`src/rtl/pipe_stage_regs.sv`:
```
// Pipeline register bank for the 5-stage RV32I core: PC, F/D, D/E, E/M and M/W.
// Bubbles inserted by flush or by an invalid D slot are hazard-neutral: rd=0,
// regWrite=0 and resultSrc=00, so they never forward or cause load-use stalls.
// Optional feature macro: PIPE_PERF_CNT_EN enables saturating performance counters
// (retired instructions, fetch-stall cycles, D-flush cycles). Without it, the Po_*
// ports are tied to zero and no counter flops exist.
module pipe_stage_regs #(
  parameter int unsigned     XLEN     = 32,
  parameter logic [XLEN-1:0] RESET_PC = '0,
  parameter int unsigned     CNT_W    = 32
) (
  input  logic            clk,
  input  logic            reset_x,

  // Fetch
  input  logic [XLEN-1:0] Fi_pcNext,
  input  logic [31:0]     Fi_instr,
  output logic [XLEN-1:0] Fo_pc,

  // Hazard unit controls
  input  logic            Fo_stall,
  input  logic            Do_stall,
  input  logic            Do_flush,
  input  logic            Eo_flush,

  // Decode
  output logic [31:0]     Do_instr,
  output logic [XLEN-1:0] Do_pc,
  output logic            Do_valid,
  input  logic [4:0]      Di_rs1,
  input  logic [4:0]      Di_rs2,
  input  logic [4:0]      Di_rd,
  input  logic            Di_regWrite,
  input  logic [1:0]      Di_resultSrc,

  // Execute
  output logic [4:0]      Eo_rs1,
  output logic [4:0]      Eo_rs2,
  output logic [4:0]      Eo_rd,
  output logic            Eo_regWrite,
  output logic [1:0]      Eo_resultSrc,
  output logic [XLEN-1:0] Eo_pc,
  output logic            Eo_valid,

  // Memory
  output logic [4:0]      Mo_rd,
  output logic            Mo_regWrite,
  output logic [1:0]      Mo_resultSrc,
  output logic            Mo_valid,

  // Writeback
  output logic [4:0]      Wo_rd,
  output logic            Wo_regWrite,
  output logic [1:0]      Wo_resultSrc,
  output logic            Wo_valid,

  // Performance counters
  output logic [CNT_W-1:0] Po_retired,
  output logic [CNT_W-1:0] Po_stallCyc,
  output logic [CNT_W-1:0] Po_flushCnt
);

  // addi x0, x0, 0
  localparam logic [31:0] NopInstr = 32'h0000_0013;

  // ---------------------------------------------------------------------------
  // Stage registers
  // ---------------------------------------------------------------------------
  logic [XLEN-1:0] r_f_pc;

  logic [31:0]     r_d_instr;
  logic [XLEN-1:0] r_d_pc;
  logic            r_d_valid;

  logic [4:0]      r_e_rs1;
  logic [4:0]      r_e_rs2;
  logic [4:0]      r_e_rd;
  logic            r_e_reg_write;
  logic [1:0]      r_e_result_src;
  logic [XLEN-1:0] r_e_pc;
  logic            r_e_valid;

  logic [4:0]      r_m_rd;
  logic            r_m_reg_write;
  logic [1:0]      r_m_result_src;
  logic            r_m_valid;

  logic [4:0]      r_w_rd;
  logic            r_w_reg_write;
  logic [1:0]      r_w_result_src;
  logic            r_w_valid;

  // Next-state values for PC, F/D and D/E
  logic [XLEN-1:0] w_f_pc_d;

  logic [31:0]     w_d_instr_d;
  logic [XLEN-1:0] w_d_pc_d;
  logic            w_d_valid_d;

  logic [4:0]      w_e_rs1_d;
  logic [4:0]      w_e_rs2_d;
  logic [4:0]      w_e_rd_d;
  logic            w_e_reg_write_d;
  logic [1:0]      w_e_result_src_d;
  logic [XLEN-1:0] w_e_pc_d;
  logic            w_e_valid_d;

  // ---------------------------------------------------------------------------
  // PC and F/D
  // ---------------------------------------------------------------------------

  // PC advances unless the fetch stage is stalled.
  always_comb begin
    w_f_pc_d = r_f_pc;
    if (!Fo_stall) begin
      w_f_pc_d = Fi_pcNext;
    end
  end

  // F/D next state: flush beats stall beats load.
  always_comb begin
    w_d_instr_d = r_d_instr;
    w_d_pc_d    = r_d_pc;
    w_d_valid_d = r_d_valid;
    if (Do_flush) begin
      w_d_instr_d = NopInstr;
      w_d_pc_d    = '0;
      w_d_valid_d = 1'b0;
    end else if (!Do_stall) begin
      w_d_instr_d = Fi_instr;
      w_d_pc_d    = r_f_pc;
      w_d_valid_d = 1'b1;
    end
  end

  // PC and F/D state registers.
  always_ff @(posedge clk or negedge reset_x) begin
    if (!reset_x) begin
      r_f_pc    <= RESET_PC;
      r_d_instr <= NopInstr;
      r_d_pc    <= '0;
      r_d_valid <= 1'b0;
    end else begin
      r_f_pc    <= w_f_pc_d;
      r_d_instr <= w_d_instr_d;
      r_d_pc    <= w_d_pc_d;
      r_d_valid <= w_d_valid_d;
    end
  end

  // ---------------------------------------------------------------------------
  // D/E
  // ---------------------------------------------------------------------------

  // D/E next state: flush inserts a neutral bubble; an invalid D slot loads with
  // rd/regWrite masked so the NOP's decode cannot look like a register writer.
  always_comb begin
    w_e_rs1_d        = Di_rs1;
    w_e_rs2_d        = Di_rs2;
    w_e_rd_d         = r_d_valid ? Di_rd : 5'd0;
    w_e_reg_write_d  = r_d_valid & Di_regWrite;
    w_e_result_src_d = Di_resultSrc;
    w_e_pc_d         = r_d_pc;
    w_e_valid_d      = r_d_valid;
    if (Eo_flush) begin
      w_e_rs1_d        = 5'd0;
      w_e_rs2_d        = 5'd0;
      w_e_rd_d         = 5'd0;
      w_e_reg_write_d  = 1'b0;
      w_e_result_src_d = 2'b00;
      w_e_pc_d         = '0;
      w_e_valid_d      = 1'b0;
    end
  end

  // D/E state register; E has no stall, a load-use stall bubbles E instead.
  always_ff @(posedge clk or negedge reset_x) begin
    if (!reset_x) begin
      r_e_rs1        <= 5'd0;
      r_e_rs2        <= 5'd0;
      r_e_rd         <= 5'd0;
      r_e_reg_write  <= 1'b0;
      r_e_result_src <= 2'b00;
      r_e_pc         <= '0;
      r_e_valid      <= 1'b0;
    end else begin
      r_e_rs1        <= w_e_rs1_d;
      r_e_rs2        <= w_e_rs2_d;
      r_e_rd         <= w_e_rd_d;
      r_e_reg_write  <= w_e_reg_write_d;
      r_e_result_src <= w_e_result_src_d;
      r_e_pc         <= w_e_pc_d;
      r_e_valid      <= w_e_valid_d;
    end
  end

  // ---------------------------------------------------------------------------
  // E/M and M/W
  // ---------------------------------------------------------------------------

  // E/M and M/W advance every cycle; a branch resolving in E still reaches M.
  always_ff @(posedge clk or negedge reset_x) begin
    if (!reset_x) begin
      r_m_rd         <= 5'd0;
      r_m_reg_write  <= 1'b0;
      r_m_result_src <= 2'b00;
      r_m_valid      <= 1'b0;
      r_w_rd         <= 5'd0;
      r_w_reg_write  <= 1'b0;
      r_w_result_src <= 2'b00;
      r_w_valid      <= 1'b0;
    end else begin
      r_m_rd         <= r_e_rd;
      r_m_reg_write  <= r_e_reg_write;
      r_m_result_src <= r_e_result_src;
      r_m_valid      <= r_e_valid;
      r_w_rd         <= r_m_rd;
      r_w_reg_write  <= r_m_reg_write;
      r_w_result_src <= r_m_result_src;
      r_w_valid      <= r_m_valid;
    end
  end

  // ---------------------------------------------------------------------------
  // Performance counters
  // ---------------------------------------------------------------------------
`ifdef PIPE_PERF_CNT_EN
  logic [CNT_W-1:0] r_retired;
  logic [CNT_W-1:0] r_stall_cyc;
  logic [CNT_W-1:0] r_flush_cnt;

  // Saturating event counters; they stick at all-ones rather than wrap.
  always_ff @(posedge clk or negedge reset_x) begin
    if (!reset_x) begin
      r_retired   <= '0;
      r_stall_cyc <= '0;
      r_flush_cnt <= '0;
    end else begin
      if (r_w_valid && (r_retired != '1)) begin
        r_retired <= r_retired + CNT_W'(1);
      end
      if (Fo_stall && (r_stall_cyc != '1)) begin
        r_stall_cyc <= r_stall_cyc + CNT_W'(1);
      end
      if (Do_flush && (r_flush_cnt != '1)) begin
        r_flush_cnt <= r_flush_cnt + CNT_W'(1);
      end
    end
  end

  assign Po_retired  = r_retired;
  assign Po_stallCyc = r_stall_cyc;
  assign Po_flushCnt = r_flush_cnt;
`else
  assign Po_retired  = '0;
  assign Po_stallCyc = '0;
  assign Po_flushCnt = '0;
`endif

  // ---------------------------------------------------------------------------
  // Outputs (all straight from flops)
  // ---------------------------------------------------------------------------
  assign Fo_pc        = r_f_pc;

  assign Do_instr     = r_d_instr;
  assign Do_pc        = r_d_pc;
  assign Do_valid     = r_d_valid;

  assign Eo_rs1       = r_e_rs1;
  assign Eo_rs2       = r_e_rs2;
  assign Eo_rd        = r_e_rd;
  assign Eo_regWrite  = r_e_reg_write;
  assign Eo_resultSrc = r_e_result_src;
  assign Eo_pc        = r_e_pc;
  assign Eo_valid     = r_e_valid;

  assign Mo_rd        = r_m_rd;
  assign Mo_regWrite  = r_m_reg_write;
  assign Mo_resultSrc = r_m_result_src;
  assign Mo_valid     = r_m_valid;

  assign Wo_rd        = r_w_rd;
  assign Wo_regWrite  = r_w_reg_write;
  assign Wo_resultSrc = r_w_result_src;
  assign Wo_valid     = r_w_valid;

endmodule

```
`config.mk`:
```
export PLATFORM = sky130hd
export DESIGN_NAME = pipe_stage_regs
export DESIGN_NICKNAME = d
export VERILOG_FILES = /design/src/rtl/pipe_stage_regs.sv
export SDC_FILE = /design/constraint.sdc
export NUM_CORES = 1
export LEC_CHECK = 0
export CORE_MARGIN = 2
export CORE_UTILIZATION = 30
export DETAILED_ROUTE_END_ITERATION = 8
export GPL_ROUTABILITY_DRIVEN = 0
export PLACE_DENSITY = 0.62
export SKIP_CTS_REPAIR_TIMING = 1
export SLEW_MARGIN = 20
export SYNTH_ARGS = -nofsm -noshare
export SYNTH_HDL_FRONTEND = slang
export SYNTH_SLANG_ARGS = --single-unit
```
`constraint.sdc`:
```
create_clock -name clk -period 1.5 [get_ports clk]
set_input_delay 0.375 -clock clk [delete_from_list [all_inputs] [get_ports clk]]
set_output_delay 0.375 -clock clk [all_outputs]
set_load 0.05 [all_outputs]
```
==> impl_metrics.tcl <==
set metrics [dict create \
    startpoint "Do_instr[1]$_DFFE_PN1P_" \
    power.total_mw 13.31 \
    crit_slowest_cell "dfstp_2" \
    end_kind "output port" \
    synth_seq_area_share_pct 62.29 \
    path_cells "buf_12" \
    ys_ff_latch 166 \
    status "complete, but fails checks" \
    hpwl_um 12340 \
    vias 4236 \
    ir_worst_vdd_mv 0.6811 \
    clkLatencyLatePin_ns 0.42 \
    final_common_cell "buf_12" \
    viasPerCell 4.015 \
    area_growth_pct 72.58 \
    layout.nets 851 \
    hold_viol_final 0 \
    drtAntennaViolNets 0 \
    placed_cell_area_sq_um 10890 \
    drtIter0Drc 143 \
    drv_slew 0 \
    p_per_area_nw_per_um2 1156 \
    cts_tree "yes" \
    fill_cells 1823 \
    setup_viol 1 \
    grt_max_degree 42 \
    skew_ns 0.009803 \
    grt_pass1_vias 4466 \
    row_count 54 \
    crit_family "flip-flops" \
    die_x_um 153.2 \
    die_y_um 153.2 \
    synthCells 499 \
    drcViolationCount 0 \
    diodes 0 \
    final_area_sq_um 11520 \
    crit_path_max_incr_delay_ns 0.57 \
    hold_path_depth 2 \
    layout-drive-gt1-share_pct 32.13 \
    yosys_warnings 0 \
    timing.critical_path.depth 1 \
    period_share_pct 100.0 \
    crit_required_ns 1.12 \
    p_leak_nw 5.489 \
    rsz0062_at_grt "true" \
    root_buffer "clkbuf_16" \
    die-area_sq_um 23460 \
    hold_path_class "input pin to register" \
    avgSynthCellArea_sq_um 13.38 \
    wl_um 16750 \
    io_buffer_count 253 \
    failed_checks "negative setup slack" \
    grt_usage_pct 14.50 \
    cp_num_buf_inv 1 \
    cts_sinks 166 \
    fin_util_pct 52.79 \
    cp_max_fo 2 \
    timing.final.crit_period_ns 1.501 \
    htree_num_levels 4 \
    critPathKind "register to output port" \
    place_ws_ns -0.1290 \
    startpoint_type "register" \
    numCtsBuffers 17 \
    maxCapViolations 0 \
    arrival_ns 1.13 \
    holdPathEnd "Eo_pc[6]$_DFF_PN0_" \
    synth_cell_types 21 \
    whs_ns 0.2647 \
    rr_endpoint "Eo_rd[3]$_DFF_PN0_" \
    max_freq_mhz 666.3 \
    cts_buffer_depth 2 \
    layout_setup_ws_ns -0.0007259 \
    overflow 0 \
    r2r-start "Do_valid$_DFFE_PN0P_" \
    dr.pass1.iters 4 \
    grt_pass1_wl_um 26250 \
    antenna_found_initial 0 \
    rrSetupSlack_ns 0.49 \
    syn_area_sq_um 6675 \
    drt-wirelength-per-cell_um 15.88 \
    final_cell_mix "buf_12 (176), dfrtp_1 (163), conb_1 (96), clkdlybuf4s50_1 (83)" \
    ff2ff_path_depth 3 \
    clk_pin_slew_ns 0.07 \
    ios 350 \
    min_from "Eo_flush" \
    initial_core_util_pct 30.59 \
    core-area_sq_um 21820 \
]
## cell usage after synthesis (all sizes together)
library cell  number  area share [%]
and2b             20             2.2
mux2              32             5.4
inv                1           0.056
nor2              61             3.4
and2               6            0.56
a211o              3            0.39
nor2b             28             2.6
dfrtp            163              61
clkbuf            10            0.58
a21oi              1           0.075
buf              109              13
mux2i             61             9.1
dfstp              3             1.2
conb               1           0.056
## power breakdown
| group | leakage (nW) | switching (mW) | internal [mW] | total, mW |
|---|---|---|---|---|
| clock network | 0.297 | 1.92 | 2.72 | 4.64 |
| logic | 3.04 | 2.04 | 1.54 | 3.58 |
| registers | 2.16 | 0.329 | 4.76 | 5.09 |
| total | 5.49 | 4.30 | 9.02 | 13.3 |
## cell type report
cell class | instances | area, sq um | area share (%)
repair buffers | 269 | 4431 | 38.46
flip-flops and latches | 166 | 4158 | 36.09
multi-input cells | 308 | 1954 | 16.97
clock buffers | 18 | 439.2 | 3.812
well taps | 280 | 350.3 | 3.041
clock inverters | 13 | 183.9 | 1.597
inverters | 1 | 3.754 | 0.03258
## routing by layer
layer / share of wire (%) / track usage, %
met1: 39 / 17.27
met2: 51 / 23.94
met5: 0 / 0
met3: 9.2 / 6.294
met4: 1.2 / 4.056
## stage by stage
stage | cells | TNS (ns)
2_1_floorplan | 594 | 0
3_3_place_gp | 1023 | -3.422
3_5_place_dp | 1023 | -3.805
4_1_cts | 1054 | -0.06307
5_1_grt | 1055 | -0.09801
6_report | 1055 | -0.0007259
## registers in the layout, summed over array words and instances (netlist names), 2 cells and up
| name | count |
|---|---|
| Eo_resultSrc | 2 |
| Eo_rs1 | 5 |
| Eo_pc | 32 |
| Do_pc | 32 |
| Do_instr | 32 |
| Eo_rs2 | 5 |
| Mo_resultSrc | 2 |
| Eo_rd | 5 |
| Mo_rd | 5 |
| Wo_resultSrc | 2 |
| Wo_rd | 5 |
| Fo_pc | 32 |
## worst max-delay path by stage
stage	end	slack, ns
finish	Do_instr[1]	-0.0007
global route	Do_instr[4]	-0.04
CTS	Do_instr[4]	-0.03
detailed placement	Fo_pc[27]$_DFFE_PN0N_	-0.13
global placement	Fo_pc[30]$_DFFE_PN0N_	-0.11
floorplan	Eo_rd[0]$_DFF_PN0_	0.37
## logic make-up (layout without fill, tap and decap cells)
group	Yosys count	after routing	synth area share, %
AO/OA/AOI/OAI	4	4	0.4686
multiplexers	93	93	14.55
flip-flops	166	166	62.29
AND/OR/NAND/NOR	115	115	8.866
buffers and inverters	120	301	13.78
other	1	96	0.05618
## worst reg2reg max path, delay by kind of cell, from the launching register on
kind / cells / cell delay, ns
buffers and inverters: 1 / 0.16
AND/OR/NAND/NOR: 2 / 0.32
flip-flops: 1 / 0.42
Note: power is estimated with default switching activity, not from simulation.
